[config.mk]
export PLATFORM = sky130hd
export DESIGN_NAME = prog_loader
export DESIGN_NICKNAME = d
export VERILOG_FILES = /design/src/rtl/loader_pkg.sv /design/src/rtl/loader_csum.sv /design/src/rtl/prog_loader.sv
export SDC_FILE = /design/constraint.sdc
export NUM_CORES = 1
export LEC_CHECK = 0
export ABC_AREA = 1
export CORE_MARGIN = 1
export CORE_UTILIZATION = 56
export DETAILED_ROUTE_END_ITERATION = 8
export PLACE_DENSITY = 0.95
export SETUP_SLACK_MARGIN = 0.1
export SLEW_MARGIN = 40
export SYNTH_ARGS = -nofsm -noshare
export SYNTH_HDL_FRONTEND = slang
export SYNTH_SLANG_ARGS = --single-unit
[constraint.sdc]
create_clock -name clk -period 9.4 [get_ports clk]
set_input_delay 0.94 -clock clk [delete_from_list [all_inputs] [get_ports clk]]
set_output_delay 0.94 -clock clk [all_outputs]
set_load 0.01 [all_outputs]
[src/rtl/loader_pkg.sv]
// Shared types for the program/data loader: command and state encodings,
// header field positions, and the skip-length helper.
// Purely declarative; no latency or flow-control behaviour of its own.
package loader_pkg;

  typedef enum logic [1:0] {
    CMD_LOAD_I  = 2'b00,
    CMD_LOAD_D  = 2'b01,
    CMD_RUN_SET = 2'b10,
    CMD_RUN_CLR = 2'b11
  } cmd_e;

  typedef enum logic [2:0] {
    ST_IDLE = 3'd0,
    ST_ILO  = 3'd1,
    ST_IHI  = 3'd2,
    ST_DATA = 3'd3,
    ST_CSUM = 3'd4,
    ST_SKIP = 3'd5
  } state_e;

  // Header word layout
  localparam int HDR_CMD_HI  = 15;
  localparam int HDR_CMD_LO  = 14;
  localparam int HDR_ADDR_HI = 12;
  localparam int HDR_ADDR_LO = 8;
  localparam int HDR_CNT_HI  = 4;
  localparam int HDR_CNT_LO  = 0;

  // Enough for 32 instructions * 2 words + trailer
  localparam int SKIP_W = 7;

  // Words following a rejected load header, minus one, so SKIP can count down to zero.
  function automatic logic [SKIP_W-1:0] skip_len_m1(input cmd_e cmd, input logic [4:0] cnt_m1,
                                                    input logic trailer);
    logic [SKIP_W-1:0] n;
    n = (cmd == CMD_LOAD_I) ? {1'b0, cnt_m1, 1'b1} : {2'b00, cnt_m1};
    return n + SKIP_W'(trailer);
  endfunction

endpackage

[src/rtl/loader_csum.sv]
// Running mod-2^W sum of a packet: reloads with the header, adds each later word.
// Sum is registered; match_o compares it combinationally with the current word.
// No flow control of its own; follows the loader's accept strobes.
module loader_csum #(
  parameter int W = 16
) (
  input  logic         clk,
  input  logic         rst,
  input  logic         clr_i,
  input  logic         add_i,
  input  logic [W-1:0] word_i,
  output logic         match_o
);

  logic [W-1:0] sum_q, sum_d;

  // Next sum: a header restarts the sum, every other accepted word accumulates.
  always_comb begin
    sum_d = sum_q;
    if (clr_i) begin
      sum_d = word_i;
    end else if (add_i) begin
      sum_d = sum_q + word_i;
    end
  end

  // Sum register.
  always_ff @(posedge clk or posedge rst) begin
    if (rst) begin
      sum_q <= '0;
    end else begin
      sum_q <= sum_d;
    end
  end

  assign match_o = (sum_q == word_i);

endmodule

[src/rtl/prog_loader.sv]
// Packet loader: turns a 16-bit word stream into imem/dmem write strobes and a run enable.
// Latency: write strobe/addr/data registered on the accepting edge, valid for the next cycle.
// Backpressure: none; in_ready is high in every state out of reset. Macro: LOADER_CHECKSUM_EN.
module prog_loader
  import loader_pkg::*;
#(
  parameter int NUM_SIZE         = 16,
  parameter int NUM_INSTRUCTIONS = 16,
  parameter int WORDS_IN_MEMORY  = 32,
  localparam int IADDR_W         = $clog2(NUM_INSTRUCTIONS),
  localparam int DADDR_W         = $clog2(WORDS_IN_MEMORY)
) (
  input  logic                  clk,
  input  logic                  rst,
  input  logic [NUM_SIZE-1:0]   in_data,
  input  logic                  in_valid,
  output logic                  in_ready,
  output logic                  imem_we,
  output logic [IADDR_W-1:0]    imem_addr,
  output logic [2*NUM_SIZE-1:0] imem_wdata,
  output logic                  dmem_we,
  output logic [DADDR_W-1:0]    dmem_addr,
  output logic [NUM_SIZE-1:0]   dmem_wdata,
  output logic                  accel_run,
  output logic                  busy,
  output logic                  err
);

`ifdef LOADER_CHECKSUM_EN
  localparam state_e END_ST  = ST_CSUM;
  localparam logic   TRAILER = 1'b1;
`else
  localparam state_e END_ST  = ST_IDLE;
  localparam logic   TRAILER = 1'b0;
`endif

  localparam logic [IADDR_W-1:0] IADDR_ONE = 1;
  localparam logic [DADDR_W-1:0] DADDR_ONE = 1;

  state_e                  state_q, state_d;
  logic                    ready_q;
  logic [IADDR_W-1:0]      iaddr_q, iaddr_d;
  logic [DADDR_W-1:0]      daddr_q, daddr_d;
  logic [4:0]              cnt_q, cnt_d;
  logic [NUM_SIZE-1:0]     lo_q, lo_d;
  logic [SKIP_W-1:0]       skip_q, skip_d;
  logic                    run_q, run_d;
  logic                    err_q, err_d;
  logic                    imem_we_q, imem_we_d;
  logic [IADDR_W-1:0]      imem_addr_q, imem_addr_d;
  logic [2*NUM_SIZE-1:0]   imem_wdata_q, imem_wdata_d;
  logic                    dmem_we_q, dmem_we_d;
  logic [DADDR_W-1:0]      dmem_addr_q, dmem_addr_d;
  logic [NUM_SIZE-1:0]     dmem_wdata_q, dmem_wdata_d;

  logic       in_fire;
  cmd_e       hdr_cmd;
  logic [4:0] hdr_addr;
  logic [4:0] hdr_cnt;
  logic       last_elem;
  logic       unused_hdr_bits;

  assign in_fire   = in_valid && ready_q;
  assign hdr_cmd   = cmd_e'(in_data[HDR_CMD_HI:HDR_CMD_LO]);
  assign hdr_addr  = in_data[HDR_ADDR_HI:HDR_ADDR_LO];
  assign hdr_cnt   = in_data[HDR_CNT_HI:HDR_CNT_LO];
  assign last_elem = (cnt_q == 5'd0);
  // Reserved header bits carry no meaning
  assign unused_hdr_bits = ^{in_data[13], in_data[7:5]};

`ifdef LOADER_CHECKSUM_EN
  logic csum_match;

  loader_csum #(.W(NUM_SIZE)) u_csum (
    .clk     (clk),
    .rst     (rst),
    .clr_i   (in_fire && (state_q == ST_IDLE)),
    .add_i   (in_fire && (state_q != ST_IDLE)),
    .word_i  (in_data),
    .match_o (csum_match)
  );
`endif

  // Next-state and output decode; strobes default low so they last one cycle.
  always_comb begin
    state_d      = state_q;
    iaddr_d      = iaddr_q;
    daddr_d      = daddr_q;
    cnt_d        = cnt_q;
    lo_d         = lo_q;
    skip_d       = skip_q;
    run_d        = run_q;
    err_d        = err_q;
    imem_we_d    = 1'b0;
    imem_addr_d  = imem_addr_q;
    imem_wdata_d = imem_wdata_q;
    dmem_we_d    = 1'b0;
    dmem_addr_d  = dmem_addr_q;
    dmem_wdata_d = dmem_wdata_q;

    if (in_fire) begin
      case (state_q)
        ST_IDLE: begin
          case (hdr_cmd)
            CMD_LOAD_I, CMD_LOAD_D: begin
              cnt_d   = hdr_cnt;
              iaddr_d = IADDR_W'(hdr_addr);
              daddr_d = DADDR_W'(hdr_addr);
              if (run_q) begin
                // Loading under a running core would corrupt it: drain the packet
                err_d   = 1'b1;
                skip_d  = skip_len_m1(hdr_cmd, hdr_cnt, TRAILER);
                state_d = ST_SKIP;
              end else begin
                state_d = (hdr_cmd == CMD_LOAD_I) ? ST_ILO : ST_DATA;
              end
            end
            CMD_RUN_SET: begin
              if (!err_q) run_d = 1'b1;
            end
            default: begin
              run_d = 1'b0;
            end
          endcase
        end
        ST_ILO: begin
          lo_d    = in_data;
          state_d = ST_IHI;
        end
        ST_IHI: begin
          imem_we_d    = 1'b1;
          imem_addr_d  = iaddr_q;
          imem_wdata_d = {in_data, lo_q};
          iaddr_d      = iaddr_q + IADDR_ONE;
          cnt_d        = cnt_q - 5'd1;
          state_d      = last_elem ? END_ST : ST_ILO;
        end
        ST_DATA: begin
          dmem_we_d    = 1'b1;
          dmem_addr_d  = daddr_q;
          dmem_wdata_d = in_data;
          daddr_d      = daddr_q + DADDR_ONE;
          cnt_d        = cnt_q - 5'd1;
          state_d      = last_elem ? END_ST : ST_DATA;
        end
        ST_CSUM: begin
`ifdef LOADER_CHECKSUM_EN
          if (!csum_match) err_d = 1'b1;
`endif
          state_d = ST_IDLE;
        end
        ST_SKIP: begin
          skip_d = skip_q - SKIP_W'(1);
          if (skip_q == '0) state_d = ST_IDLE;
        end
        default: begin
          state_d = ST_IDLE;
        end
      endcase
    end
  end

  // State and output registers; ready comes up on the first edge after reset.
  always_ff @(posedge clk or posedge rst) begin
    if (rst) begin
      state_q      <= ST_IDLE;
      ready_q      <= 1'b0;
      iaddr_q      <= '0;
      daddr_q      <= '0;
      cnt_q        <= '0;
      lo_q         <= '0;
      skip_q       <= '0;
      run_q        <= 1'b0;
      err_q        <= 1'b0;
      imem_we_q    <= 1'b0;
      imem_addr_q  <= '0;
      imem_wdata_q <= '0;
      dmem_we_q    <= 1'b0;
      dmem_addr_q  <= '0;
      dmem_wdata_q <= '0;
    end else begin
      state_q      <= state_d;
      ready_q      <= 1'b1;
      iaddr_q      <= iaddr_d;
      daddr_q      <= daddr_d;
      cnt_q        <= cnt_d;
      lo_q         <= lo_d;
      skip_q       <= skip_d;
      run_q        <= run_d;
      err_q        <= err_d;
      imem_we_q    <= imem_we_d;
      imem_addr_q  <= imem_addr_d;
      imem_wdata_q <= imem_wdata_d;
      dmem_we_q    <= dmem_we_d;
      dmem_addr_q  <= dmem_addr_d;
      dmem_wdata_q <= dmem_wdata_d;
    end
  end

  assign in_ready   = ready_q;
  assign imem_we    = imem_we_q;
  assign imem_addr  = imem_addr_q;
  assign imem_wdata = imem_wdata_q;
  assign dmem_we    = dmem_we_q;
  assign dmem_addr  = dmem_addr_q;
  assign dmem_wdata = dmem_wdata_q;
  assign accel_run  = run_q;
  assign err        = err_q;
  assign busy       = (state_q != ST_IDLE);

endmodule

==> results of run 1 <==
==> worst max path at each step <==
stage / slack, ns / cells after the start / endpoint / from
after floorplan: 5.78 / 1 / accel_run / rst
after global placement: 6.53 / 7 / imem_wdata[7] / in_valid
after detailed placement: 6.66 / 5 / lo_q[11] / in_valid
after CTS: 6.68 / 3 / busy / state_q[1]
after global routing: 6.60 / 3 / busy / state_q[0]
final: 6.66 / 3 / busy / state_q[1]
==> sequential cells by signal, indices dropped and copies added, names as in the netlist, 3 cells and up <==
name	count
imem_addr	4
dmem_wdata	16
daddr_q	5
cnt_q	5
imem_wdata	32
lo_q	16
skip_q	7
state_q	3
iaddr_q	4
dmem_addr	5
==> power groups by stage <==
stage	registers, uW	clock network (uW)	logic [uW]
4_1_cts	765	287	739
5_1_grt	792	302	817
6_report	768	286	740
3_5_place_dp	769	0	726
3_3_place_gp	764	0	685
2_1_floorplan	795	0	357
==> cells in the mapped netlist (all sizes together) <==
cell type / number
buf: 13
or2: 1
xor2: 1
conb: 1
clkbuf: 3
nor2: 22
o211ai: 1
a21oi: 3
ha: 4
nand2: 217
nand3b: 2
nand3: 29
inv: 51
o31ai: 1
o21ai: 80
nor3: 1
nand4: 5
dfrtp: 102
==> cell type report <==
type,instances,area (sq um)
Clock buffer,9,124
Clock inverter,7,81.3
Fill cell,539,2170
Inverter,51,194
Multi-Input combinational cell,368,1660
Sequential cell,102,2550
Tap cell,102,128
Timing Repair Buffer,82,818
==> metrics by stage <==
step	std cells	instance area, sq um
floorplan	537	4480
global placement	705	5340
detailed placement	705	5350
CTS	721	5550
global route	721	5550
finish	721	5550
==> logic make-up after synthesis <==
logic type	after synthesis	synth area share (%)
buf+inv	67	6.34
simple gates	277	25.6
xor+xnor	1	0.195
flops	102	56.9
fa+ha+maj	4	1.12
compound gates	85	9.68
other cells	1	0.0836
==> per-layer routing <==
layer  up-vias  part of all wire [%]  global-route usage [%]
met2       176                    50                    46.4
met1      1917                    42                    36.3
li1       1848                     -                       -
met3        32                   5.6                    4.19
met5         -                     0                       0
met4         0                   2.4                    12.6
==> worst max-delay path: cells and delay by family (launching register included) <==
| kind | cells | cell delay [ns] |
|---|---|---|
| buf+inv | 2 | 0.78 |
| flops | 1 | 0.45 |
| simple gates | 1 | 0.19 |
==> metrics, run 1 <==
aggregate global routing overflow=0; DRC=0; critical path arrival=1.80 ns; Sw Share=38.8%; Worst Setup End Kind=output pin; hold endpoint=imem_wdata[1]; Layout Skew=0.0102 ns; RR Startpoint=state_q[2]; cells on worst reg2reg path=5; Final Slew Violations=0; Clk pwr share=16.0%; port bufs=81; DRT iter0 DRCs=351; r2r endpoint=dmem_addr[4]; Routed WL=10,900 um; hold_sp=lo_q[1]; Root Driver=clkbuf_8; Seq pwr share=42.8%; die area=0.00837 sq mm; setup violators final=0; type of the worst min-delay path=reg2reg; # Post-CTS Setup Buffers=0; Die H=91.5 um; GRT Util Overall=27.9%; Net Sw Power=697 uW; HPWL after detailed placement=7490 um; Worst-Margin Slew=0.799 ns; crit-path max FO=7; normalized max-slew margin=46.5%; Slowest cell on crit path=clkdlybuf4s50_1; fin crit period=2.74 ns; CTS Buf Count=9; setup TNS=0 ns; CP Class=reg2out; CTS clk-pin slew, worst paths=0.10 ns; routability cong.=0.915; worst vdd ir=0.000136 V; leakage dissipation=0.00276 uW; MaxCap Viol Count=0; final core utilization=71.9%; Max clock buf depth=2; first-pass GRT wire length=18,100 um; synth warn=0; n_diodes=0; RSZ-0062 raised after global routing=no; vias in the first global route=3,813; initial antenna violation count=0; CP peak stage delay=0.52 ns; Final Hold Fails=0; most common cell after layout, fill and taps aside=nand2_1; sequential cell area fraction in the yosys report=56.9%; crit start category=flop; WL/cell=15.1 um; Setup WS post-layout=6.66 ns; width of the die=91.5 um; CORE AREA=0.00773 sq mm; top cells by area, synth=dfrtp_1 (57%), nand2_1 (18%), o21ai_0 (4.9%); Yosys cell types=28; most frequent cells in the layout=nand2_1 (212), dfrtp_1 (102), clkdlybuf4s50_1 (81), inv_1 (47), o21ai_0 (44); post-CTS sizing=0; Hold Slack=0.482 ns; row cnt=32; CTS tree=done; Pwr Density=323 mW/mm^2; number of cells on the worst hold path=2; Required @ worst endpoint=8.46 ns; CP Cell Sequence=inv_1 -> nand2_1 -> clkdlybuf4s50_1; vias post-DR=3,973; Via density=5.51; CTS hold repair buffers=0; post-synthesis average cell area=8.35 sq um; clk sinks=102; Layout area overhead=23.9%; Tcrit/Tclk final=29.1%; P_int=1100 uW; cell area after synthesis=0.00448 sq mm; pre-CTS WS=6.66 ns; largest net degree at the start of global routing=57; area share of the largest cell type after synthesis=56.9%; IO Pins=82; FMAX=365 MHz; Post-Synthesis Cells=537; FF-to-FF setup slack=6.92 ns; DRT Pass-1 Iters=5; H-tree levels=3; Starting Density=58.0%; fin nets=637; Post-Syn Nets=560; combinational share of power=41.3%; post-synth top area cell=dfrtp_1; Synth Register Bits=102; post-route ant nets=0; share of cells above drive strength 1=5.82%; total power=1790 uW; status=finished, final reports clean; clock latency on the worst-skew pair=0.38 ns
No activity file was read; power rests on OpenSTA's default activity.
==> inputs of run 2 (changes only) <==
--- a/config.mk
+++ b/config.mk
@@ -7,9 +7,9 @@
 export LEC_CHECK = 0
 export ABC_AREA = 1
 export CORE_MARGIN = 1
-export CORE_UTILIZATION = 56
+export CORE_UTILIZATION = 52
 export DETAILED_ROUTE_END_ITERATION = 8
-export PLACE_DENSITY = 0.95
+export PLACE_DENSITY = 0.89
 export SETUP_SLACK_MARGIN = 0.1
 export SLEW_MARGIN = 40
 export SYNTH_ARGS = -nofsm -noshare
==> constraint.sdc (replaced) <==
create_clock -name clk -period 2.6 [get_ports clk]
set_input_delay 0.26 -clock clk [delete_from_list [all_inputs] [get_ports clk]]
set_output_delay 0.26 -clock clk [all_outputs]
set_load 0.01 [all_outputs]
==> run 2 against run 1 <==
Total power grew to 3.6 times the previous value. Via count is 2.1% lower. Clock power rose to 3.6 times the previous value. First-iteration DRC count increased by 7.1%. Critical path type unchanged. Largest power group unchanged. Combinational power grew to 3.6 times the previous value. Routed wire length fell by 2.6%. Final area is 1.4% higher.
==> metrics, run 2 (synthesis results as in run 1) <==
status=finished, final reports clean; CTS Buf Count=9; Largest register FFs=32; post-CTS sizing=0; Slowest cell on crit path=clkdlybuf4s50_1; CORE AREA=0.00830 sq mm; Final Slew Violations=0; DRC=0; fillcell total=659; Starting Density=54.0%; most common cell after layout, fill and taps aside=nand2_1; FMAX=487 MHz; Via density=5.32; normalized max-slew margin=65.4%; HPWL after detailed placement=7720 um; Layout Skew=0.0105 ns; post-route ant nets=0; Routed WL=10,600 um; Layout area overhead=25.6%; Max clock buf depth=2; GRT Util Overall=26.3%; n_diodes=0; RSZ-0062 raised after global routing=no; H-tree levels=3; WL/cell=14.5 um; leakage dissipation=0.00280 uW; crit-path max FO=7; setup violators final=0; Final Hold Fails=0; vias post-DR=3,890; critical path arrival=1.79 ns; CTS hold repair buffers=0; fin crit period=2.05 ns; Die H=94.9 um; die area=0.00900 sq mm; Worst Setup End Kind=output pin; largest net degree at the start of global routing=43; routability cong.=0.962; port bufs=81; setup TNS=0 ns; Pwr Density=1150 mW/mm^2; Required @ worst endpoint=2.34 ns; aggregate global routing overflow=0; initial antenna violation count=0; CP Class=reg2out; DRT Pass-1 Iters=5; FF-to-FF setup slack=0.73 ns; Worst-Margin Slew=0.519 ns; worst vdd ir=0.000681 V; fin nets=644; Tcrit/Tclk final=78.9%; most frequent cells in the layout=nand2_1 (213), dfrtp_1 (102), clkdlybuf4s50_1 (81), inv_1 (47), o21ai_0 (44); vias in the first global route=3,821; CTS tree=done; CTS clk-pin slew, worst paths=0.10 ns; MaxCap Viol Count=0; IO Pins=82; CP peak stage delay=0.56 ns; clk sinks=102; final core utilization=67.8%; first-pass GRT wire length=18,000 um; clock latency on the worst-skew pair=0.37 ns; RR Startpoint=state_q[2]; CP Cell Sequence=inv_1 -> nand2_1 -> clkdlybuf4s50_1; width of the die=94.9 um; # Post-CTS Setup Buffers=0; share of cells above drive strength 1=6.71%; cells on worst reg2reg path=7; row cnt=33; r2r endpoint=imem_wdata[4]; DRT iter0 DRCs=376; type of the worst min-delay path=in2async; crit start category=flop; Root Driver=clkbuf_8
[run 2: worst max path at each step]
stage / from / to / slack, ns
3_5_place_dp: in_valid / lo_q[10] / 0.59
6_report: state_q[1] / busy / 0.55
2_1_floorplan: rst / accel_run / 1.12
4_1_cts: state_q[1] / busy / 0.56
5_1_grt: state_q[1] / busy / 0.51
3_3_place_gp: in_valid / lo_q[7] / 0.71
[run 2: final cells by class]
cell class	instances	area, sq um	share of cell area [%]
clock buffers	9	124	2.20
clock inverters	7	81.3	1.44
inverters	51	195	3.47
multi-input cells	368	1650	29.3
flip-flops and latches	102	2550	45.3
well taps	105	131	2.33
repair buffers	89	896	15.9
[run 2: routing by layer]
layer | part of all wire, % | vias up | global-route usage [%]
met3 | 5.3 | 25 | 4.19
li1 | - | 1867 | -
met1 | 43 | 1861 | 34.3
met2 | 49 | 137 | 43.2
met5 | 0 | - | 0
met4 | 2.1 | 0 | 11.7
[run 2: critical path: cells and delay by family (launching register included)]
kind | cells | cell delay [ns]
buffers and inverters | 2 | 0.77
DFF | 1 | 0.48
and+or+nand+nor | 1 | 0.17
[run 2: stage by stage]
step | area, sq um | setup slack [ns] | total power, uW | std cells | hold slack (ns)
after floorplan | 4490 | 1.12 | 4170 | 537 | 0.359
after global placement | 5420 | 0.712 | 5260 | 715 | 0.457
after detailed placement | 5420 | 0.589 | 5430 | 715 | 0.454
after CTS | 5630 | 0.559 | 6470 | 731 | 0.291
after global routing | 5630 | 0.510 | 6950 | 731 | 0.306
final | 5630 | 0.549 | 6460 | 731 | 0.274
[run 2: report_power, final]
part	total, uW	internal (uW)	leakage [uW]	switching, uW
combinational	2660	1260	0.00140	1400
sequential	2770	2270	0.00130	494
clock	1030	458	0.0000993	571
total	6460	3990	0.00280	2470
==> inputs of run 3 (changes only) <==
==> constraint.sdc (replaced) <==
create_clock -name clk -period 2.05 [get_ports clk]
set_input_delay 0.205 -clock clk [delete_from_list [all_inputs] [get_ports clk]]
set_output_delay 0.205 -clock clk [all_outputs]
set_load 0.01 [all_outputs]
==> run 3 against run 2 <==
Global-route usage down 0.88 points. Critical path type unchanged. Final cell count fell by 0.27%. Flip-flop and latch count is the same. Utilization decreased by 0.42 points.
==> metrics, run 3 (synthesis results as in run 1) <==
status=finished, final reports clean; GRT Util Overall=25.4%; P_int=4950 uW; most frequent cells in the layout=nand2_1 (214), dfrtp_1 (101), clkdlybuf4s50_1 (81), inv_1 (46), o21ai_0 (44); initial antenna violation count=0; Die H=94.9 um; setup TNS=0 ns; leakage dissipation=0.00277 uW; CTS hold repair buffers=0; Clk pwr share=14.5%; combinational share of power=42.0%; Worst-Margin Slew=0.527 ns; WL/cell=14.3 um; non-filler cells, final=729; share of cells above drive strength 1=6.57%; fillcell total=648; Slowest cell on crit path=clkdlybuf4s50_1; placed cell count=713; normalized max-slew margin=64.8%; vias in the first global route=3,678; Placement Cell Area=0.00541 sq mm; fin nets=642; CP Class=reg2out; aggregate global routing overflow=0; n_diodes=0; vias post-DR=3,826; fin crit period=1.90 ns; Layout area overhead=24.8%; Worst Setup End Kind=output pin; CTS tree=done; setup violators final=0; count of buffer and inverter cells on the critical path=2; Final Hold Fails=0; Via density=5.25; Final Slew Violations=0; DRT iter0 DRCs=199; port bufs=81; Largest register FFs=32; DRC=0; Setup WS post-layout=0.148 ns; H-tree levels=3; Required @ worst endpoint=1.85 ns; routability cong.=0.931; Routed WL=10,400 um; CTS Buf Count=9; largest net degree at the start of global routing=103; width of the die=94.9 um; post-route ant nets=0; critical path arrival=1.70 ns; DRT Pass-1 Iters=4; first-pass GRT wire length=17,300 um; CP peak stage delay=0.55 ns; clock latency on the worst-skew pair=0.37 ns; RSZ-0062 raised after global routing=no; Tcrit/Tclk final=92.8%; Layout Skew=0.0107 ns; total power=8060 uW; crit-path leading delay family=buffers and inverters; Starting Density=54.0%; pre-CTS WS=0.368 ns; Root Driver=clkbuf_8; # Post-CTS Setup Buffers=0; Max clock buf depth=2; CP Cell Sequence=inv_2 -> nand2_1 -> clkdlybuf4s50_1; Seq pwr share=43.5%; type of the worst min-delay path=in2async; FMAX=526 MHz; die area=0.00900 sq mm; clk sinks=102; row cnt=33; crit-path max FO=7; Pwr Density=1440 mW/mm^2; CTS clk-pin slew, worst paths=0.10 ns; most common cell after layout, fill and taps aside=nand2_1; crit start category=flop; worst vdd ir=0.000737 V; MaxCap Viol Count=0; final instance area=0.00559 sq mm; HPWL after detailed placement=7460 um; Net Sw Power=3120 uW; Sw Share=38.7%; CORE AREA=0.00830 sq mm; IO Pins=82
==> run 3: changes by cell type in the layout (fill, tap and decap cells not counted), sizes merged <==
| cell | previous run | this run |
|---|---|---|
| clkinv | 2 | 3 |
| bufinv | 1 | 0 |
| buf | 8 | 6 |
==> run 3: final timing paths <==
check                      slack [ns]  cells past startpoint  startpoint        endpoint
min in group clk                 0.45                      3  in_data[6]  imem_wdata[22]
max in group asynchronous        1.31                      3         rst      state_q[2]
min                              0.31                      3         rst  imem_wdata[12]
max                              0.15                      3  state_q[1]            busy
max reg2reg                      0.37                      7  state_q[0]       skip_q[0]
min reg2reg                      0.48                      2    lo_q[13]  imem_wdata[13]
==> run 3: worst register-to-register path, stage by stage, from the launching register on <==
cell and delay (ns):
dfrtp_1 0.55, inv_2 0.07, nor2_2 0.13, nand2_1 0.28, nand2_1 0.24, nand2_1 0.14
nand2_1 0.10, nand2_1 0.06
==> run 3: area by class of cell <==
cell class | instances | area (sq um) | share of cell area [%]
multi-input combinational | 368 | 1650 | 29.5
clock buffer | 9 | 124 | 2.21
inverter | 51 | 195 | 3.49
timing repair buffer | 87 | 881 | 15.7
clock inverter | 7 | 57.6 | 1.03
sequential | 102 | 2550 | 45.6
tap | 105 | 131 | 2.35
==> run 3: power by group through the flow <==
stage	Combinational [uW]	Sequential [uW]	Clock [uW]
global placement	3200	3470	0
detailed placement	3360	3520	0
finish	3390	3510	1170
global route	3770	3610	1270
CTS	3400	3500	1190
floorplan	1640	3650	0
==> run 3: layer usage <==
layer	GRT usage (%)	part of all wire (%)
met2	41.8	49
met4	9.97	1.9
met3	3.38	6.3
met5	0	0
met1	34.2	43
==> run 3: what timing repair did <==
| item | in CTS | in global routing |
|---|---|---|
| gates resized for setup | 2 | 1 |
| endpoints found under the setup margin | 1 | 1 |
| gates cloned | 0 | 0 |
| pin swaps | 0 | 0 |
==> run 3: metrics by stage <==
step | hold WS (ns) | util [%]
after global placement | 0.454 | 65.1
after CTS | 0.350 | 67.4
after global routing | 0.368 | 67.4
after floorplan | 0.304 | -
final | 0.313 | 67.4
after detailed placement | 0.457 | 65.1
